File: src/rtl/fetch_pkg.sv
// Shared fetch definitions: FSM state encodings and memory-op opcode decode,
// also used by the decode stage.
package fetch_pkg;

  typedef enum logic [1:0] {
    ST_IDLE    = 2'd0,
    ST_DEMAND  = 2'd1,
    ST_PREF    = 2'd2,
    ST_DISCARD = 2'd3
  } fetch_state_t;

  localparam logic [7:0] OPC_MEM_A = 8'h02;
  localparam logic [7:0] OPC_MEM_B = 8'h03;
  localparam logic [7:0] OPC_MEM_C = 8'h05;
  localparam logic [7:0] OPC_MEM_D = 8'h06;

  function automatic logic is_memop(input logic [7:0] opc);
    return (opc == OPC_MEM_A) || (opc == OPC_MEM_B) ||
           (opc == OPC_MEM_C) || (opc == OPC_MEM_D);
  endfunction

endpackage

File: src/rtl/fetch_tagq.sv
// DEPTH-entry FIFO of {tag, data} with combinational head/tail view,
// flush, and simultaneous push+pop (legal even when full).
module fetch_tagq #(
  parameter int AW    = 16,
  parameter int IW    = 32,
  parameter int DEPTH = 2
) (
  input  logic          clk,
  input  logic          rst,
  input  logic          flush,
  input  logic          push,
  input  logic          pop,
  input  logic [AW-1:0] push_tag,
  input  logic [IW-1:0] push_data,
  output logic [AW-1:0] head_tag,
  output logic [IW-1:0] head_data,
  output logic [IW-1:0] tail_data,
  output logic          full,
  output logic          empty
);

  localparam int PW = (DEPTH > 1) ? $clog2(DEPTH) : 1;

  logic [AW-1:0] tag_mem  [DEPTH];
  logic [IW-1:0] data_mem [DEPTH];
  logic [PW-1:0] rd_ptr_reg, wr_ptr_reg, tail_ptr;
  logic [PW:0]   count_reg;
  logic          do_push, do_pop;

  function automatic logic [PW-1:0] ptr_inc(input logic [PW-1:0] p);
    return (p == PW'(DEPTH - 1)) ? '0 : p + 1'b1;
  endfunction

  assign empty    = (count_reg == '0);
  assign full     = (count_reg == (PW + 1)'(DEPTH));
  assign do_pop   = pop && !empty;
  assign do_push  = push && (!full || do_pop);
  assign tail_ptr = (wr_ptr_reg == '0) ? PW'(DEPTH - 1) : wr_ptr_reg - 1'b1;

  assign head_tag  = tag_mem[rd_ptr_reg];
  assign head_data = data_mem[rd_ptr_reg];
  assign tail_data = data_mem[tail_ptr];

  always_ff @(negedge clk) begin
    if (do_push && !flush && !rst) begin
      tag_mem[wr_ptr_reg]  <= push_tag;
      data_mem[wr_ptr_reg] <= push_data;
    end
  end

  always_ff @(negedge clk) begin
    if (rst || flush) begin
      rd_ptr_reg <= '0;
      wr_ptr_reg <= '0;
      count_reg  <= '0;
    end else begin
      if (do_push) wr_ptr_reg <= ptr_inc(wr_ptr_reg);
      if (do_pop)  rd_ptr_reg <= ptr_inc(rd_ptr_reg);
      count_reg <= count_reg + (PW + 1)'(do_push) - (PW + 1)'(do_pop);
    end
  end

endmodule

File: src/rtl/fetch_pq.sv
// Instruction fetch unit with a DEPTH-entry tagged prefetch queue.
// Optional FETCH_PERF_CNT_EN adds saturating hit/miss counters.
module fetch_pq #(
  parameter int AW    = 16,
  parameter int IW    = 32,
  parameter int DEPTH = 2,
  parameter int OPC_W = 7
) (
  input  logic          clk,
  input  logic          rst,
  input  logic          flag_boot_mode,
  input  logic [AW-1:0] pc_in,
  output logic          pc_hold,
  output logic [IW-1:0] instr_out,
  output logic          ram_read,
  output logic [AW-1:0] ram_addr,
  output logic          ram_addr_ovr,
`ifdef FETCH_PERF_CNT_EN
  output logic [15:0]   perf_hit,
  output logic [15:0]   perf_miss,
`endif
  input  logic [IW-1:0] ram_data,
  input  logic          ram_busy,
  input  logic          ram_cack,
  input  logic          ram_data_ready
);

  import fetch_pkg::*;

  fetch_state_t  state_reg, state_next;
  logic [AW-1:0] prev_pc_reg, next_addr_reg, ram_addr_reg, issue_addr;
  logic [IW-1:0] instr_out_reg, newest;
  logic [7:0]    newest_opc;
  logic          ram_read_reg, ram_addr_ovr_reg, pc_hold_reg;
  logic          pc_change, req_done, hit, bypass, miss, pref_ok, issue_en;

  logic          q_push, q_pop, q_flush, q_full, q_empty;
  logic [AW-1:0] q_head_tag;
  logic [IW-1:0] q_head_data, q_tail_data;

  fetch_tagq #(.AW(AW), .IW(IW), .DEPTH(DEPTH)) u_tagq (
    .clk       (clk),
    .rst       (rst),
    .flush     (q_flush),
    .push      (q_push),
    .pop       (q_pop),
    .push_tag  (ram_addr_reg),
    .push_data (ram_data),
    .head_tag  (q_head_tag),
    .head_data (q_head_data),
    .tail_data (q_tail_data),
    .full      (q_full),
    .empty     (q_empty)
  );

  always_comb begin
    pc_change  = (pc_in != prev_pc_reg);
    req_done   = ram_data_ready && ram_addr_ovr_reg;
    hit        = pc_change && !q_empty && (q_head_tag == pc_in);
    bypass     = pc_change && !hit && q_empty && (state_reg == ST_PREF) &&
                 req_done && (ram_addr_reg == pc_in);
    miss       = pc_change && !hit && !bypass;
    // Newest known instruction decides whether straight-line prefetch is safe.
    newest     = q_empty ? instr_out_reg : q_tail_data;
    newest_opc = 8'(newest[OPC_W-1:0]);
    pref_ok    = !q_full && !pc_hold_reg && !ram_busy && !is_memop(newest_opc);

    q_flush = flag_boot_mode || miss;
    q_pop   = !flag_boot_mode && hit;
    q_push  = !flag_boot_mode && !miss && !bypass && (state_reg == ST_PREF) && req_done;
  end

  always_comb begin
    state_next = state_reg;
    issue_en   = 1'b0;
    issue_addr = pc_in;
    if (miss) begin
      // A read still in flight must drain before the demand can go out.
      if (ram_addr_ovr_reg && !ram_data_ready) begin
        state_next = ST_DISCARD;
      end else begin
        state_next = ST_DEMAND;
        issue_en   = !ram_busy;
      end
    end else begin
      case (state_reg)
        ST_IDLE: begin
          if (pref_ok) begin
            state_next = ST_PREF;
            issue_en   = 1'b1;
            issue_addr = next_addr_reg;
          end
        end
        ST_DEMAND: begin
          if (!ram_addr_ovr_reg)   issue_en   = !ram_busy;
          else if (ram_data_ready) state_next = ST_IDLE;
        end
        ST_PREF: begin
          if (req_done) state_next = ST_IDLE;
        end
        ST_DISCARD: begin
          if (req_done) begin
            if (pc_hold_reg) begin
              state_next = ST_DEMAND;
              issue_en   = !ram_busy;
            end else begin
              state_next = ST_IDLE;
            end
          end
        end
        default: state_next = ST_IDLE;
      endcase
    end
  end

  always_ff @(negedge clk) begin
    if (rst) begin
      state_reg        <= ST_IDLE;
      prev_pc_reg      <= '1;
      next_addr_reg    <= '0;
      ram_addr_reg     <= '0;
      ram_read_reg     <= 1'b0;
      ram_addr_ovr_reg <= 1'b0;
      pc_hold_reg      <= 1'b0;
      instr_out_reg    <= '0;
    end else if (flag_boot_mode) begin
      state_reg        <= ST_IDLE;
      prev_pc_reg      <= '1;
      ram_addr_reg     <= '0;
      ram_read_reg     <= 1'b0;
      ram_addr_ovr_reg <= 1'b0;
      pc_hold_reg      <= 1'b0;
      instr_out_reg    <= '0;
    end else begin
      state_reg   <= state_next;
      prev_pc_reg <= pc_in;

      if (issue_en) begin
        ram_read_reg     <= 1'b1;
        ram_addr_ovr_reg <= 1'b1;
        ram_addr_reg     <= issue_addr;
      end else begin
        if (ram_cack) ram_read_reg     <= 1'b0;
        if (req_done) ram_addr_ovr_reg <= 1'b0;
      end

      if (miss) begin
        instr_out_reg <= '0;
        pc_hold_reg   <= 1'b1;
      end else if (hit) begin
        instr_out_reg <= q_head_data;
      end else if (bypass) begin
        instr_out_reg <= ram_data;
      end else if ((state_reg == ST_DEMAND) && req_done) begin
        instr_out_reg <= ram_data;
        pc_hold_reg   <= 1'b0;
      end

      if (!miss && req_done && ((state_reg == ST_DEMAND) || (state_reg == ST_PREF)))
        next_addr_reg <= ram_addr_reg + 1'b1;
    end
  end

  assign pc_hold      = pc_hold_reg;
  assign instr_out    = instr_out_reg;
  assign ram_read     = ram_read_reg;
  assign ram_addr     = ram_addr_reg;
  assign ram_addr_ovr = ram_addr_ovr_reg;

`ifdef FETCH_PERF_CNT_EN
  logic [15:0] perf_hit_reg, perf_miss_reg;

  always_ff @(negedge clk) begin
    if (rst) begin
      perf_hit_reg  <= '0;
      perf_miss_reg <= '0;
    end else if (!flag_boot_mode) begin
      if ((hit || bypass) && (perf_hit_reg != 16'hFFFF)) perf_hit_reg <= perf_hit_reg + 1'b1;
      if (miss && (perf_miss_reg != 16'hFFFF))           perf_miss_reg <= perf_miss_reg + 1'b1;
    end
  end

  assign perf_hit  = perf_hit_reg;
  assign perf_miss = perf_miss_reg;
`endif

endmodule
File: config.mk
export PLATFORM = sky130hd
export DESIGN_NAME = fetch_pq
export DESIGN_NICKNAME = d
export VERILOG_FILES = /design/src/rtl/fetch_pkg.sv /design/src/rtl/fetch_tagq.sv /design/src/rtl/fetch_pq.sv
export SDC_FILE = /design/constraint.sdc
export NUM_CORES = 1
export LEC_CHECK = 0
export ABC_AREA = 1
export BUFFER_PORTS_ARGS = -buffer_cell sky130_fd_sc_hd__buf_2
export CORE_AREA = 5 5 148 150
export DETAILED_ROUTE_END_ITERATION = 6
export DIE_AREA = 0 0 153 155
export GPL_TIMING_DRIVEN = 1
export PLACE_DENSITY = 0.68
export SETUP_SLACK_MARGIN = 0.02
export SLEW_MARGIN = 20
export SYNTH_ARGS = -nofsm -noshare
export SYNTH_HDL_FRONTEND = slang
export SYNTH_HIERARCHICAL = 1
export SYNTH_SLANG_ARGS = --single-unit
File: constraint.sdc
create_clock -name clk -period 5.9 [get_ports clk]
set_input_delay 0.59 -clock clk [delete_from_list [all_inputs] [get_ports clk]]
set_output_delay 0.59 -clock clk [all_outputs]
set_load 0.05 [all_outputs]
Word-level counts from Yosys, hierarchy flattened
Memories as Yosys holds them, arrays and structs flattened. A register that Yosys moved wholly into a read port is not among the register bits.
Index checks and enable logic that the tools add are counted.
Operators by class
  reductions and logical operators: 55
  multiplexer cells: 40
  equality and inequality tests: 18
  add/sub/neg operators: 6
  bitwise logic cells: 1
Operators by type and width (count)
  2-to-1 mux 32 bit: 3
  2-to-1 mux 16 bit: 3
  equality test 16 bit: 2
  logical AND 1 bit: 25
  2-to-1 mux 1 bit: 24
  adder 16 x 1 -> 16 bit (second input constant): 1
  inequality test 16 bit: 1
  inequality test 3 bit (second input constant): 5
  equality test 7 x 2 -> 1 bit (second input constant): 2
  equality test 7 x 3 -> 1 bit (second input constant): 2
  2-to-1 mux 2 bit: 7
  zero test 1 bit: 12
  one-hot mux 2 bit (4 select lines): 1
  logical OR 1 bit: 7
  2-to-1 mux 7 bit: 1
  equality test 2 bit (second input constant): 3
  nonzero test 2 bit: 3
  AND reduction 5 bit: 1
  zero test 2 bit: 2
  inequality test 2 x 1 -> 1 bit (second input constant): 2
  one-hot mux 1 bit (3 select lines): 1
  AND reduction 3 bit: 1
  nonzero test 3 bit: 1
  OR reduction 3 bit: 1
  8 further kinds: 9
Storage, ports and cells
  register bits after elaboration: 89
  memories kept: 2
  memory bits (writable): 96
  bits of input ports: 54
Memory list
  u_tagq.data_mem: words 2, width 32, read ports 2, clocked after Yosys merged registers in 1, write ports 1, line fetch_tagq.sv:25  | logic [IW-1:0] data_mem [DEPTH];
  u_tagq.tag_mem: words 2, width 16, read ports 1, clocked after Yosys merged registers in 1, write ports 1, line fetch_tagq.sv:24  | logic [AW-1:0] tag_mem [DEPTH];

Logic depth before layout (Yosys ltp)
  depth in word-level cells: 22
  gate-level depth with buffers: 27
  gate-level depth less buffers: 24

By module
The synthesis kept the hierarchy.
Modules (own cells, without submodules)
  fetch_pq: area each 5841.9 um^2, cells each 981, seq. area each 1701.6 um^2, instances 1
  fetch_tagq: area each 4197.8 um^2, cells each 335, seq. area each 2982.9 um^2, instances 1

==> impl_summary.md <==
Outcome
The run finished with clean final reports.

Worst hold path
The worst hold path begins at instr_out[10]. The path class of the lowest-slack min-delay path is flop to flop.

Clock tree
The clock sink total is 186. The root buffer cell is clkbuf_16. In this run, CTS created clock tree buffers numbering 17. The maximum level of the CTS H-tree is 4. Buffers added to address setup during post-CTS repair amount to 0.

The number of gates given a new drive strength after cts is 0. The TritonCTS clock tree is yes. The longest clock path from root to sink contains 2 buffers. The clock input transition at the sequential cells of the worst setup and hold paths is 30 ps.

The count of hold buffers inserted by post-cts repair is 0. For the worst-skew pair, the clock arrives at the later sink with an insertion delay of 480 ps.

Critical path
The startpoint of the worst setup timing path is pc_in[6]. The worst flop-to-flop path endpoint is u_tagq/tag_mem[1][6]. The worst setup path is of the input pin to flop kind.

The reg-to-reg setup timing slack is roughly 2700 ps. STA classifies the critical path endpoint as a flop. STA classifies the critical path startpoint as an input pin. The worst reg2reg path depth is 13. The highest fanout seen on the critical path is between 40 and 50. The critical path endpoint is u_tagq/tag_mem[1][6].

The data arrival time of the critical path is about 2500 ps. The endpoint required time on the critical path is 3080 ps.

Timing
The final number of hold-violating endpoints is 0. Setup repair after global routing left no endpoint under its margin. Clock skew on the completed layout was measured at around 26 ps. The slew at the pin closest to its max-slew limit is around 860 ps. The final count of pins violating max slew was 0. Headroom to the max-slew limit came out at between 40% and 50%. In the final timing run, aggregate negative setup slack is 0 ps. The number of failing setup endpoints in the final timing report is 0.

GRT
The via count of the first global-routing pass is 9114. The total track usage is 23.19%. The number of antenna violations at the first check in global routing is 1. The pin count of the biggest net entering global routing is between 50 and 60. The final global-route overflow total is 0.

The wire length of the first global-routing pass is around 44000 µm.

Logic synthesis
The count of mapped cells out of synthesis is 1263. The mean instance size in the synthesized netlist is between 7 and 8 µm². The netlist area before placement is 9806 µm². The net count of the mapped netlist is 1324.

The number of warnings reported in the yosys synthesis log is 6.

Die
The floorplan die area is between 20000 and 25000 µm². For this configuration, the core starts out at a cell density of between 40% and 50%. The floorplan die height is between 150 and 200 µm. The area of the core region is 20560 µm². The boundary pin count is 105. The horizontal extent of the die is ~150 µm.

The number of rows in the core area is 53.

Detailed routing
The top metal layer carrying routed signals is met4. The routed design has around 27000 µm of wire. Summed over all nets, wire length on met3 after detailed routing comes to around 2500 µm. The via count is around 9.3k. The detailed-route vias per instance is 5.093. For this run, the detailed router's first-pass iteration total came to 7.

For this block, wires on met1 add up to around 12000 µm. The count of routing violations after the opening detailed-route iteration is around 800. The count of nets left with antenna violations after detail routing is 0. The met2 wire length is 12550 µm. The mean routed wirelength per cell is 14.98 µm. The post-route DRC violation count is 0.

Power and ir drop
The power per standard cell area is approximately 270 nW/µm². The standby leakage power is about 6 nW. IR analysis of the VDD net gives a maximum drop of between 0.00015 and 0.0002 V.

Place
Summed over all nets, the half-perimeter wirelength after detailed placement is 18600 µm. The total of buffers placed on input and output ports is around 100. The placer's final routability congestion estimate is 0.9675.

Layout
At the end of the flow, the number of nets in the layout was roughly 1.6k. The flip-flop count of the largest register, all copies and words added is 64. The area added between synthesis and finish is 21.49%.

The core utilization of the finished layout is between 50% and 60%. The fraction of layout cells with a size suffix above 1 is between 10% and 20%.

Run
Across the run, the number of max-cap violations was 0.
[power breakdown]
group	leakage (nW)	internal, mW	switching [mW]
Clock	1.28	0.737	0.892
Sequential	1.61	1.38	0.0138
Combinational	3.10	0.0647	0.141
[worst min path at each step]
stage	endpoint	cells after the start	slack [ps]
2_1_floorplan	flop	2	470
3_3_place_gp	instr_out[8]	2	480
5_1_grt	instr_out[7]	2	500
6_report	instr_out[10]	2	480
4_1_cts	instr_out[31]	2	490
3_5_place_dp	instr_out[31]	2	480
[layer usage]
metal / vias to the layer above / track usage (%)
li1: 4598 / -
met1: 4289 / 30.51
met2: 387 / 35.41
met3: 30 / 7.955
met4: 0 / 9.207
met5: - / 0
[cell usage in the layout (no fill, tap or decap), types with 14 or more instances in the layout]
cell and count:
nor2_1 111, buf_4 28, mux2_4 15, o21ai_0 47, dfxtp_1 89, buf_2 104
nand2_1 427, a21oi_1 56, clkbuf_16 17, inv_1 307, nand4_1 45, nand3_1 75
xor2_1 31, inv_2 14, edfxtp_1 96
[layout make-up]
cell class	instances	area, µm²
fill	1950	8645
sequential	186	4686
multi-input combinational	873	4264
clock inverter	201	860.8
timing repair buffer	136	810.8
inverter	136	514.2
clock buffer	17	425.4
tap	275	344.1
antenna	3	7.507
[stage by stage]
step	total power [mW]	instance area, µm²	setup slack [ps]	std cells	hold slack [ps]
3_5_place_dp	1.801	10630	139.9	1608	481.8
2_1_floorplan	1.731	9942	-586.8	1263	466.9
6_report	3.226	11910	589.2	1827	484.5
5_1_grt	3.466	11910	321.8	1825	504.9
3_3_place_gp	1.799	10630	209.0	1608	477.4
4_1_cts	3.266	11910	611.3	1824	488.0
[worst max-delay path, cell delays in order]
cell and delay, ps:
buf_2 130, xor2_1 140, nor2_1 220, nand2_1 110, nor2_1 140, nand2_2 140
nand3_4 130, nand3_2 70, nor3_2 160, o21ai_2 130, nor3_4 230, buf_12 300
Note: power is estimated with default switching activity, not from simulation.
